==> src/rtl/grid_scan_ctrl.sv <==
// grid_scan_ctrl: scans a combinational position-to-grid converter one row at
// a time and builds a double-buffered ROWS x COLS frame for the LED driver.
//
// Each row is held for SETTLE+1 cycles so the wide compare logic can settle.
// On the last cycle of a row, grid_col is captured into the back buffer.
// After the last row, a single SWAP cycle flips the front/back select.
//
// Ports:
//   clk, reset   system clock; synchronous active-high reset
//   frame_req    level request to start a frame scan (sampled in IDLE only)
//   busy         scan in progress; game state must stay stable
//   grid_row     row index driven to the converter, zero-extended to 16 bits
//   grid_col     converter output for grid_row
//   frame_done   one-cycle pulse when a new frame enters the front buffer
//   frame_cnt    completed-frame counter, wraps 255 -> 0
//   rd_row       display read row
//   rd_data      front[rd_row], one-cycle latency; 0 when rd_row >= ROWS
module grid_scan_ctrl #(
  parameter int unsigned ROWS   = 16,
  parameter int unsigned COLS   = 16,
  parameter int unsigned SETTLE = 2
) (
  input  logic                    clk,
  input  logic                    reset,
  input  logic                    frame_req,
  output logic                    busy,
  output logic [15:0]             grid_row,
  input  logic [COLS-1:0]         grid_col,
  output logic                    frame_done,
  output logic [7:0]              frame_cnt,
  input  logic [$clog2(ROWS)-1:0] rd_row,
  output logic [COLS-1:0]         rd_data
);

  localparam int unsigned RW = $clog2(ROWS);
  localparam int unsigned SW = (SETTLE > 0) ? $clog2(SETTLE + 1) : 1;
  localparam int unsigned GW = 16;

  typedef enum logic [1:0] {
    IDLE = 2'd0,
    SCAN = 2'd1,
    SWAP = 2'd2
  } state_t;

  state_t          state;
  state_t          state_nxt;
  logic [RW-1:0]   row;
  logic [RW-1:0]   row_nxt;
  logic [SW-1:0]   settle;
  logic [SW-1:0]   settle_nxt;
  logic            busy_nxt;
  logic            done_nxt;
  logic            cap_en;
  logic            swap_en;
  logic            front_sel;
  logic            rd_in_range;

  // Two frame buffers; front_sel picks the one the display reads.
  logic [COLS-1:0] frame_mem [2][ROWS];

  // Guards non-power-of-two ROWS where rd_row can exceed the frame.
  assign rd_in_range = (32'(rd_row) < ROWS);

  // Next-state and output decode.
  always_comb begin
    state_nxt  = state;
    row_nxt    = row;
    settle_nxt = settle;
    busy_nxt   = 1'b0;
    done_nxt   = 1'b0;
    cap_en     = 1'b0;
    swap_en    = 1'b0;
    case (state)
      IDLE: begin
        if (frame_req) begin
          state_nxt  = SCAN;
          row_nxt    = '0;
          settle_nxt = '0;
          busy_nxt   = 1'b1;
        end
      end
      SCAN: begin
        busy_nxt = 1'b1;
        if (settle == SW'(SETTLE)) begin
          // Row has settled: capture it and advance.
          cap_en     = 1'b1;
          settle_nxt = '0;
          if (row == RW'(ROWS - 1)) begin
            state_nxt = SWAP;
            row_nxt   = '0;
          end else begin
            row_nxt = row + RW'(1);
          end
        end else begin
          settle_nxt = settle + SW'(1);
        end
      end
      SWAP: begin
        swap_en   = 1'b1;
        done_nxt  = 1'b1;
        state_nxt = IDLE;
      end
      default: begin
        state_nxt = IDLE;
        row_nxt   = '0;
        settle_nxt = '0;
      end
    endcase
  end

  // State, counters and registered outputs.
  always_ff @(posedge clk) begin
    if (reset) begin
      state      <= IDLE;
      row        <= '0;
      settle     <= '0;
      busy       <= 1'b0;
      grid_row   <= '0;
      frame_done <= 1'b0;
      frame_cnt  <= '0;
      front_sel  <= 1'b0;
    end else begin
      state      <= state_nxt;
      row        <= row_nxt;
      settle     <= settle_nxt;
      busy       <= busy_nxt;
      grid_row   <= GW'(row_nxt);
      frame_done <= done_nxt;
      if (swap_en) begin
        front_sel <= ~front_sel;
        frame_cnt <= frame_cnt + 8'd1;
      end
    end
  end

  // Back-buffer capture and registered front-buffer read. On the swap edge
  // the read still sees the old front because front_sel updates at that edge.
  always_ff @(posedge clk) begin
    if (reset) begin
      for (int b = 0; b < 2; b++) begin
        for (int i = 0; i < int'(ROWS); i++) begin
          frame_mem[b][i] <= '0;
        end
      end
      rd_data <= '0;
    end else begin
      if (cap_en) begin
        frame_mem[~front_sel][row] <= grid_col;
      end
      rd_data <= rd_in_range ? frame_mem[front_sel][rd_row] : '0;
    end
  end

endmodule

==> config.mk <==
export PLATFORM = sky130hd
export DESIGN_NAME = grid_scan_ctrl
export DESIGN_NICKNAME = d
export VERILOG_FILES = /design/src/rtl/grid_scan_ctrl.sv
export SDC_FILE = /design/constraint.sdc
export NUM_CORES = 1
export LEC_CHECK = 0
export CAP_MARGIN = 10
export CORE_ASPECT_RATIO = 1.25
export CORE_MARGIN = 8
export CORE_UTILIZATION = 25
export CTS_CLUSTER_DIAMETER = 200
export DETAILED_ROUTE_END_ITERATION = 7
export SLEW_MARGIN = 25
export SYNTH_ARGS = -nofsm -noshare
export SYNTH_HDL_FRONTEND = slang
export SYNTH_SLANG_ARGS = --single-unit
==> constraint.sdc <==
create_clock -name clk -period 5.3 [get_ports clk]
set_input_delay 0.53 -clock clk [delete_from_list [all_inputs] [get_ports clk]]
set_output_delay 0.53 -clock clk [all_outputs]
set_load 0.005 [all_outputs]
==> flow_metrics.py, run 1 <==
metrics = {
    "clock_network": {
        "cts.repair.resized": 0,
        "clk_pin_slew_ns": 0.07,
        "h-tree-depth": 2,
        "cts_setup_buffers": 0,
        "cts_num_sinks": 548,
        "ctsHoldBuffers": 0,
        "clk_latency_ns": 0.59,
        "cts_tree": "built",
        "cts.path.max_buffers": 3,
        "cts-root-buf": "clkbuf_16",
        "cts_buffers": 50,
    },
    "routing": {
        "ant_nets": 0,
        "first_iter_violations": 1407,
        "wl_um": 63800,
        "viasPerCell": 4.72,
        "post_drt_wl_per_cell_um": 24.0,
        "post-route-drc-count": 0,
        "vias": 12517,
        "dr.pass1.iters": 5,
    },
    "power_and_ir_drop": {
        "vdd_drop_max_mv": 0.207,
        "p_per_area_nw_per_um2": 346,
        "p_leak_nw": 9.36,
    },
    "timing": {
        "fin_worst_skew_ns": 0.0230,
        "max_slew_margin_pct": 30.2,
        "max_clock_freq_mhz": 345,
        "hold_violations": 0,
        "grt_setup_unrepaired": "false",
        "setup_tns_ns": 0,
        "fin_crit_sh_pct": 54.6,
        "slew_violations": 0,
        "setup_viol": 0,
        "tightest_slew_ns": 1.04,
        "whs_ns": 0.362,
        "min_period_ns": 2.90,
    },
    "critical_path": {
        "critPathMostFrequentCell": "buf_4",
        "path_class": "flop to flop",
        "reg2reg_to": "rd_data[13]",
        "endpoint": "rd_data[13]",
        "worst-r2r-cell-count": 6,
        "startpoint_type": "flop",
        "slowest_delay_ns": 0.89,
        "critical_path.slowest_cell": "dfxtp_4",
        "reg2reg_slack_ns": 2.40,
        "cp_max_fo": 40,
        "cp.arrival_ns": 3.27,
        "path_cells": "buf_4 > nor2b_1 > buf_4 > nand2_1 > o2111ai_1 > a31oi_1",
        "cp.required_ns": 5.68,
        "crit_path_end_kind": "flop",
    },
    "flow_run": {
        "maxCapViolCount": 0,
    },
    "floorplanning": {
        "coreArea_um2": 92600,
        "initial_core_util_pct": 25.1,
        "die_w_um": 289,
        "fp-row-count": 125,
        "die_height_um": 357,
        "boundaryPins": 65,
        "die_area_um2": 103000,
    },
    "global_route": {
        "overflow": 0,
        "antenna_found_initial": 2,
        "track_usage_pct": 12.1,
        "grt_pass1_wl_um": 91600,
        "grt_pass1_vias": 12715,
        "grt_max_degree": 77,
    },
    "hold_path": {
        "hp-class": "primary input to flop",
    },
    "cells_and_area": {
        "drive_gt1_share_pct": 16.9,
        "register_area_um2": 16100,
        "nNetsFinal": 1433,
        "multiInputGateArea_um2": 6570,
        "instances_no_fill": 2654,
        "syn2layout_area_growth_pct": 15.0,
        "fillCellCount": 9140,
    },
    "placed_design": {
        "hpwlAfterDp_um": 40800,
        "placedCellCount": 2559,
        "io_buffer_count": 52,
        "gp_congestion": 0.823,
    },
    "yosys": {
        "syn_area_um2": 23200,
        "avgSynthCellArea_um2": 17.1,
        "yosysSeqAreaShare_pct": 69.3,
        "synth-seq-cells": 548,
        "yosysWarnings": 0,
        "synth.top_cell.area_share_pct": 66.2,
        "yosysTopAreaCell": "edfxtp_1",
        "synthTopCellsByArea": "edfxtp_1 (66%), mux4_2 (10%), and2_1 (7.8%), dfxtp_1 (3.1%), mux2i_1 (2.8%)",
        "yosys_most_used_dff": "edfxtp_1",
        "synth.most_common_cell": "edfxtp_1",
        "synth_common_cells": "edfxtp_1 (512), and2_1 (290), mux4_2 (103)",
        "synth_cell_type_count": 51,
        "synth_cells": 1356,
        "synth_edf_count": 512,
        "ys_async_sr_fraction_pct": 0,
    },
    "outcome": {
        "status": "completed",
    },
}
[worst min-delay path by stage]
stage / startpoint / to / slack, ns / depth (start not counted)
floorplan: frame_cnt[1] / frame_cnt[1] / 0.48 / 2
global placement: frame_cnt[1] / frame_cnt[1] / 0.50 / 2
detailed placement: frame_cnt[1] / frame_cnt[1] / 0.50 / 2
CTS: reset / frame_cnt[5] / 0.36 / 2
global route: reset / frame_cnt[5] / 0.38 / 2
finish: reset / frame_cnt[5] / 0.36 / 2
[state kept, by name, summed over array words and instances (netlist names), named ones only]
register and flops:
front_sel 1, frame_cnt 8, frame_done 1, rd_data 16, settle 2, row 4
frame_mem 512, state 2, busy 1
[cells by family (layout without fill, tap and decap cells)]
| group | Yosys count | after routing | share of synthesized area [%] |
|---|---|---|---|
| XOR/XNOR | 8 | 8 | 0.302 |
| buffers and inverters | 107 | 187 | 2.61 |
| other | 1 | 13 | 0.0161 |
| adder cells (fa/ha/maj) | 5 | 5 | 0.269 |
| multiplexers | 176 | 176 | 13.8 |
| AO/OA/AOI/OAI | 101 | 101 | 3.31 |
| flip-flops | 548 | 548 | 69.3 |
| AND/OR/NAND/NOR | 410 | 410 | 10.4 |
[cell usage in the layout (no fill, tap or decap), drive strengths merged, types with 3 or more instances in the layout]
cell and count:
edfxtp 512, and2 290, mux4 112, clkbuf 70
mux2i 64, clkdlybuf4s50 48, buf 42, nor2 39
dfxtp 36, nand2 32, a21o 17, or2 17
a22oi 17, a221o 16, a31oi 16, clkinv 16
conb 12, o2111ai 11, nor2b 10, bufinv 7
o21ai 7, a21oi 6, a221oi 5, ha 5
nand4 4, xor2 4, xnor2 4, nand3b 4
inv 3
[layer usage]
metal | vias up | track usage, % | wire length, µm
met5 | - | 0 | 13
met4 | 2 | 5.11 | 2680
met3 | 109 | 2.04 | 4420
met2 | 544 | 21.0 | 32300
met1 | 6579 | 14.7 | 24400
li1 | 5283 | - | -
[final cells by class]
| cell class | instances | area share, % |
|---|---|---|
| Clock inverter | 24 | 1.09 |
| Multi-Input combinational cell | 712 | 24.6 |
| Antenna cell | 1 | 0.00937 |
| Timing Repair Buffer | 90 | 3.01 |
| Sequential cell | 548 | 60.3 |
| Inverter | 3 | 0.0421 |
| Clock buffer | 70 | 5.35 |
| Tap cell | 1206 | 5.65 |
[worst max-delay path, delay by kind of cell (launching register included)]
family	cells	cell delay, ns
AOI/OAI and AO/OA	2	0.39
and+or+nand+nor	2	0.70
buffers and inverters	2	0.67
DFF	1	0.89
[where the power goes]
part,leakage (nW),switching (mW),internal (mW)
Combinational,2.92,0.322,0.164
Clock,0.845,1.60,2.22
Sequential,5.59,0.0530,4.87
[stage by stage]
| step | setup slack, ns | total power [mW] | util [%] | instance area, µm² |
|---|---|---|---|---|
| finish | 2.40 | 9.23 | 28.9 | 26700 |
| global route | 2.15 | 9.46 | 28.9 | 26700 |
| CTS | 2.35 | 9.28 | 28.9 | 26700 |
| detailed placement | 2.13 | 5.50 | 27.0 | 25000 |
| global placement | 2.11 | 5.49 | 27.0 | 25000 |
| floorplan | 3.22 | 5.25 | - | 23300 |
Power figures use the tool's default switching activity.
==> inputs of run 2 (changes only) <==
==> constraint.sdc (replaced) <==
create_clock -name clk -period 2.8 [get_ports clk]
set_input_delay 0.28 -clock clk [delete_from_list [all_inputs] [get_ports clk]]
set_output_delay 0.28 -clock clk [all_outputs]
set_load 0.005 [all_outputs]
==> run 2 against run 1 <==
Net effect: setup slack got worse by 2.1 ns; clock power rose by 77%; total power increased by 84%; cell count is 1.3% higher; global-route usage down 0.50 points; fmax up 17%; clock skew is 0.0067 ns lower; count of clock-buffer cells in the layout down 4; via count decreased by 1.9%; core utilization increased by 0.24 points; first-iteration DRC count is 38% lower; sequential power up 89%.
==> flow_metrics.py, run 2 (synthesized netlist as in run 1, its figures left out) <==
metrics = {
    "power_and_ir_drop": {
        "vdd_drop_max_mv": 0.413,
        "p_leak_nw": 9.52,
        "p_per_area_nw_per_um2": 631,
    },
    "global_route": {
        "grt_pass1_wl_um": 89400,
        "antenna_found_initial": 1,
        "grt.met1_usage_pct": 13.9,
        "grtUsageMet2_pct": 21.3,
        "met3_usage_pct": 1.52,
        "grt_max_degree": 43,
        "track_usage_pct": 11.6,
        "grt_pass1_vias": 13086,
        "gr-max-usage-layer": "met2",
        "overflow": 0,
    },
    "cells_and_area": {
        "nNetsFinal": 1474,
        "layout_common_cells": "edfxtp_1 (512), and2_1 (290), mux4_2 (103), buf_4 (77), mux2i_1 (64)",
        "fillCellCount": 9188,
        "largest_register_ffs": 512,
        "top_regs": "frame_mem x512, rd_data x16, frame_cnt x8",
        "diodes": 0,
        "syn2layout_area_growth_pct": 16.0,
        "largest_register": "frame_mem",
        "drive_gt1_share_pct": 19.1,
        "fin_area_um2": 26900,
        "mostFrequentLayoutCell": "edfxtp_1",
    },
    "timing": {
        "min_period_ns": 2.48,
        "setup_tns_ns": 0,
        "setup_viol": 0,
        "slew_violations": 0,
        "fin_crit_sh_pct": 88.6,
        "tightest_slew_ns": 0.939,
        "hold_violations": 0,
        "max_clock_freq_mhz": 403,
        "max_slew_margin_pct": 37.2,
        "fin_worst_skew_ns": 0.0163,
        "grt_setup_unrepaired": "false",
    },
    "clock_network": {
        "cts.path.max_buffers": 3,
        "cts_num_sinks": 548,
        "cts-root-buf": "clkbuf_16",
        "cts_setup_buffers": 0,
        "clk_pin_slew_ns": 0.07,
        "cts.repair.resized": 0,
        "cts_tree": "built",
        "ctsHoldBuffers": 0,
        "clk_latency_ns": 0.57,
        "h-tree-depth": 2,
        "cts_buffers": 48,
    },
    "critical_path": {
        "crit_path_end_kind": "flop",
        "reg2reg_slack_ns": 0.32,
        "cp.arrival_ns": 2.75,
        "path_class": "flop to flop",
        "startpoint_type": "flop",
        "r2r_start": "state[1]",
        "endpoint": "frame_mem[1][26]",
        "reg2reg_to": "frame_mem[1][26]",
        "cp.required_ns": 3.07,
        "worst-r2r-cell-count": 5,
        "cp_max_fo": 16,
        "startpoint": "state[1]",
    },
    "floorplanning": {
        "die_area_um2": 103000,
        "die_height_um": 357,
        "initial_core_util_pct": 25.1,
        "die_w_um": 289,
        "boundaryPins": 65,
        "coreArea_um2": 92600,
        "fp-row-count": 125,
    },
    "outcome": {
        "status": "completed",
    },
    "placed_design": {
        "io_buffer_count": 52,
        "hpwlAfterDp_um": 39700,
        "gp_congestion": 0.810,
        "dpl_cell_area_um2": 25400,
    },
    "routing": {
        "post_drt_wl_per_cell_um": 22.6,
        "post-route-drc-count": 0,
        "viasPerCell": 4.57,
        "ant_nets": 0,
        "first_iter_violations": 872,
        "vias": 12283,
        "dr.pass1.iters": 6,
        "wl_um": 60700,
    },
    "hold_path": {
        "hp-class": "primary input to flop",
    },
    "flow_run": {
        "maxCapViolCount": 0,
    },
}
-- run 2: report_power, final --
part           leakage [nW]  switching (mW)  total, mW  internal, mW
sequential             5.59          0.0975       9.30          9.20
clock                 0.782            2.94       6.77          3.82
combinational          3.15           0.583      0.925         0.342
-- run 2: stage by stage --
step	std cells	power (mW)	util [%]	setup slack (ns)	hold WS, ns
global route	2689	17.4	29.1	0.155	0.0874
floorplan	1367	9.95	-	0.941	0.438
finish	2689	17.0	29.1	0.320	0.0953
detailed placement	2602	10.4	27.4	0.304	0.495
global placement	2602	10.4	27.4	0.395	0.483
CTS	2689	17.1	29.1	0.282	0.0706
-- run 2: worst max-delay path, cell delays in order (launching register included) --
cell      delay, ns
dfxtp_1        0.38
and4bb_1       0.39
nand3b_1       0.27
nand4_1        0.18
buf_4          0.28
and2_1         0.64
-- run 2: cell type report --
class	count	area (µm²)	area share, %
sequential	548	16100	59.7
inverter	3	11.3	0.0418
timing repair buffer	133	1170	4.34
clock inverter	21	208	0.771
clock buffer	66	1380	5.13
tap	1206	1510	5.60
multi-input combinational	712	6570	24.4
-- run 2: per-layer routing --
layer,routed length (µm),up-vias
met5,0,-
met4,1690,0
met3,2790,93
met2,32000,336
met1,24200,6506
li1,-,5348
-- run 2: worst min-delay path by stage --
stage                               to         start  cells past startpoint  slack, ns
after floorplan                   busy     frame_req                      2       0.44
after global placement    frame_cnt[1]  frame_cnt[1]                      2       0.48
after detailed placement  frame_cnt[1]  frame_cnt[1]                      2       0.49
after CTS                     state[1]         reset                      2       0.07
after global routing          state[1]         reset                      2       0.09
final                         state[1]         reset                      2        0.1
==> inputs of run 3 (changes only) <==
==> constraint.sdc (replaced) <==
create_clock -name clk -period 2.8 [get_ports clk]
set_input_delay 0.56 -clock clk [delete_from_list [all_inputs] [get_ports clk]]
set_output_delay 0.56 -clock clk [all_outputs]
set_load 0.005 [all_outputs]
==> run 3 against run 2 <==
Net effect: via count fell by 0.82%; largest power group unchanged; largest cell class unchanged; routed wire length fell by 4.2%; clock power rose by 3.5%; fmax rose by 9.2%; setup slack improved by 0.21 ns.
==> flow_metrics.py, run 3 (synthesized netlist as in run 1, its figures left out) <==
metrics = {
    "floorplanning": {
        "die_height_um": 357,
        "initial_core_util_pct": 25.1,
        "boundaryPins": 65,
        "coreArea_um2": 92600,
        "die_w_um": 289,
        "die_area_um2": 103000,
        "fp-row-count": 125,
    },
    "timing": {
        "setup_viol": 0,
        "whs_ns": 0.219,
        "fin_crit_sh_pct": 81.1,
        "setup_tns_ns": 0,
        "fin_worst_skew_ns": 0.0206,
        "max_clock_freq_mhz": 440,
        "min_period_ns": 2.27,
        "slew_violations": 0,
        "tightest_slew_ns": 0.959,
        "grt_setup_unrepaired": "false",
        "hold_violations": 0,
        "max_slew_margin_pct": 35.8,
    },
    "global_route": {
        "grt.met1_usage_pct": 12.5,
        "antenna_found_initial": 2,
        "gr-max-usage-layer": "met2",
        "track_usage_pct": 11.2,
        "met3_usage_pct": 1.53,
        "overflow": 0,
        "grt_pass1_wl_um": 86500,
        "grt_max_degree": 49,
        "grtUsageMet2_pct": 21.5,
        "grt_pass1_vias": 13123,
    },
    "clock_network": {
        "cts_tree": "built",
        "cts_num_sinks": 548,
        "cts.path.max_buffers": 3,
        "cts_setup_buffers": 0,
        "h-tree-depth": 2,
        "clk_pin_slew_ns": 0.07,
        "ctsHoldBuffers": 0,
        "cts-root-buf": "clkbuf_16",
        "cts.repair.resized": 0,
        "cts_buffers": 47,
        "clk_latency_ns": 0.58,
    },
    "power_and_ir_drop": {
        "p_sw_share_pct": 21.2,
        "clkPwrFrac_pct": 40.7,
        "p_per_area_nw_per_um2": 636,
        "seqPwrFrac_pct": 54.0,
        "vdd_drop_max_mv": 0.394,
        "power_switching_mw": 3.65,
        "p_leak_nw": 9.57,
        "p_int_mw": 13.6,
        "power_frac_comb_pct": 5.3,
    },
    "routing": {
        "first_iter_violations": 903,
        "ant_nets": 0,
        "vias": 12182,
        "viasPerCell": 4.52,
        "wl_um": 58100,
        "post-route-drc-count": 0,
        "dr.pass1.iters": 5,
        "post_drt_wl_per_cell_um": 21.6,
    },
    "critical_path": {
        "startpoint_type": "flop",
        "critical_path.slowest_cell": "clkdlybuf4s50_1",
        "cp.required_ns": 2.24,
        "worst-r2r-cell-count": 5,
        "path_class": "flop to output port",
        "cp_max_fo": 8,
        "worst-path-buf-inv": 1,
        "path_cells": "clkdlybuf4s50_1",
        "crit_cells": 1,
        "slowest_delay_ns": 0.61,
        "reg2reg_slack_ns": 0.55,
        "critPathTopFamily": "buffers and inverters",
        "reg2reg_to": "rd_data[12]",
        "crit_path_end_kind": "output port",
        "cp.arrival_ns": 1.71,
    },
    "cells_and_area": {
        "nNetsFinal": 1478,
        "fillCellCount": 9119,
        "largest_register_ffs": 512,
        "largest_register": "frame_mem",
        "mostFrequentLayoutCell": "edfxtp_1",
        "top_regs": "frame_mem x512, rd_data x16, frame_cnt x8",
        "layout_common_cells": "edfxtp_1 (512), and2_1 (290), mux4_2 (103), buf_4 (80), mux2i_1 (64)",
        "drive_gt1_share_pct": 19.6,
        "syn2layout_area_growth_pct": 16.5,
    },
    "placed_design": {
        "io_buffer_count": 52,
        "hpwlAfterDp_um": 39500,
        "gp_congestion": 0.785,
    },
    "hold_path": {
        "min_delay_path_depth": 2,
        "worstHoldStart": "reset",
        "hp-class": "primary input to flop",
    },
    "outcome": {
        "status": "completed",
    },
    "flow_run": {
        "maxCapViolCount": 0,
    },
}
run 3: cell types whose count changed in the layout (fill, tap and decap cells not counted), sizes merged:
cell,change
buf,+5
bufinv,+3
clkbuf,-8
clkinv,+1
clkinvlp,+1
diode,+1
inv,+1
run 3: layout make-up:
| cell class | instances | area, µm² | share of cell area [%] |
|---|---|---|---|
| inverter | 3 | 11.3 | 0.0416 |
| tap | 1206 | 1510 | 5.58 |
| antenna | 1 | 2.50 | 0.00925 |
| clock buffer | 58 | 1320 | 4.88 |
| sequential | 548 | 16100 | 59.5 |
| multi-input combinational | 712 | 6570 | 24.3 |
| clock inverter | 27 | 322 | 1.19 |
| timing repair buffer | 138 | 1230 | 4.55 |
run 3: worst max path at each step:
stage	from	endpoint	slack, ns
CTS	row[2]	grid_row[2]	0.49
detailed placement	rd_row[2]	rd_data[15]	0.15
floorplan	reset	frame_mem[1][100]	0.69
global placement	rd_row[2]	rd_data[15]	0.25
global route	state[1]	frame_mem[1][38]	0.38
finish	row[3]	grid_row[3]	0.53
run 3: metrics by stage:
stage          power, mW  cell area (µm²)  std cells  utilization [%]  setup WS [ns]
2_1_floorplan       9.95            23300       1367                -          0.694
3_3_place_gp        10.4            25400       2607             27.5          0.252
3_5_place_dp        10.4            25400       2607             27.5          0.151
4_1_cts             17.3            27100       2692             29.2          0.486
5_1_grt             17.7            27100       2692             29.2          0.382
6_report            17.2            27100       2693             29.2          0.528
run 3: routing by layer:
layer	up-vias	routed length (µm)	part of all wire, %
li1	5369	-	-
met1	6406	22400	38
met2	308	31800	55
met3	99	2330	4.0
met4	0	1660	2.8
met5	-	0	0
run 3: power by group through the flow:
stage / clock [mW] / sequential [mW] / combinational (mW)
after global routing: 7.37 / 9.32 / 0.968
after detailed placement: 0 / 9.48 / 0.922
after CTS: 7.12 / 9.30 / 0.925
final: 7.01 / 9.29 / 0.908
after floorplan: 0 / 9.43 / 0.516
after global placement: 0 / 9.46 / 0.913
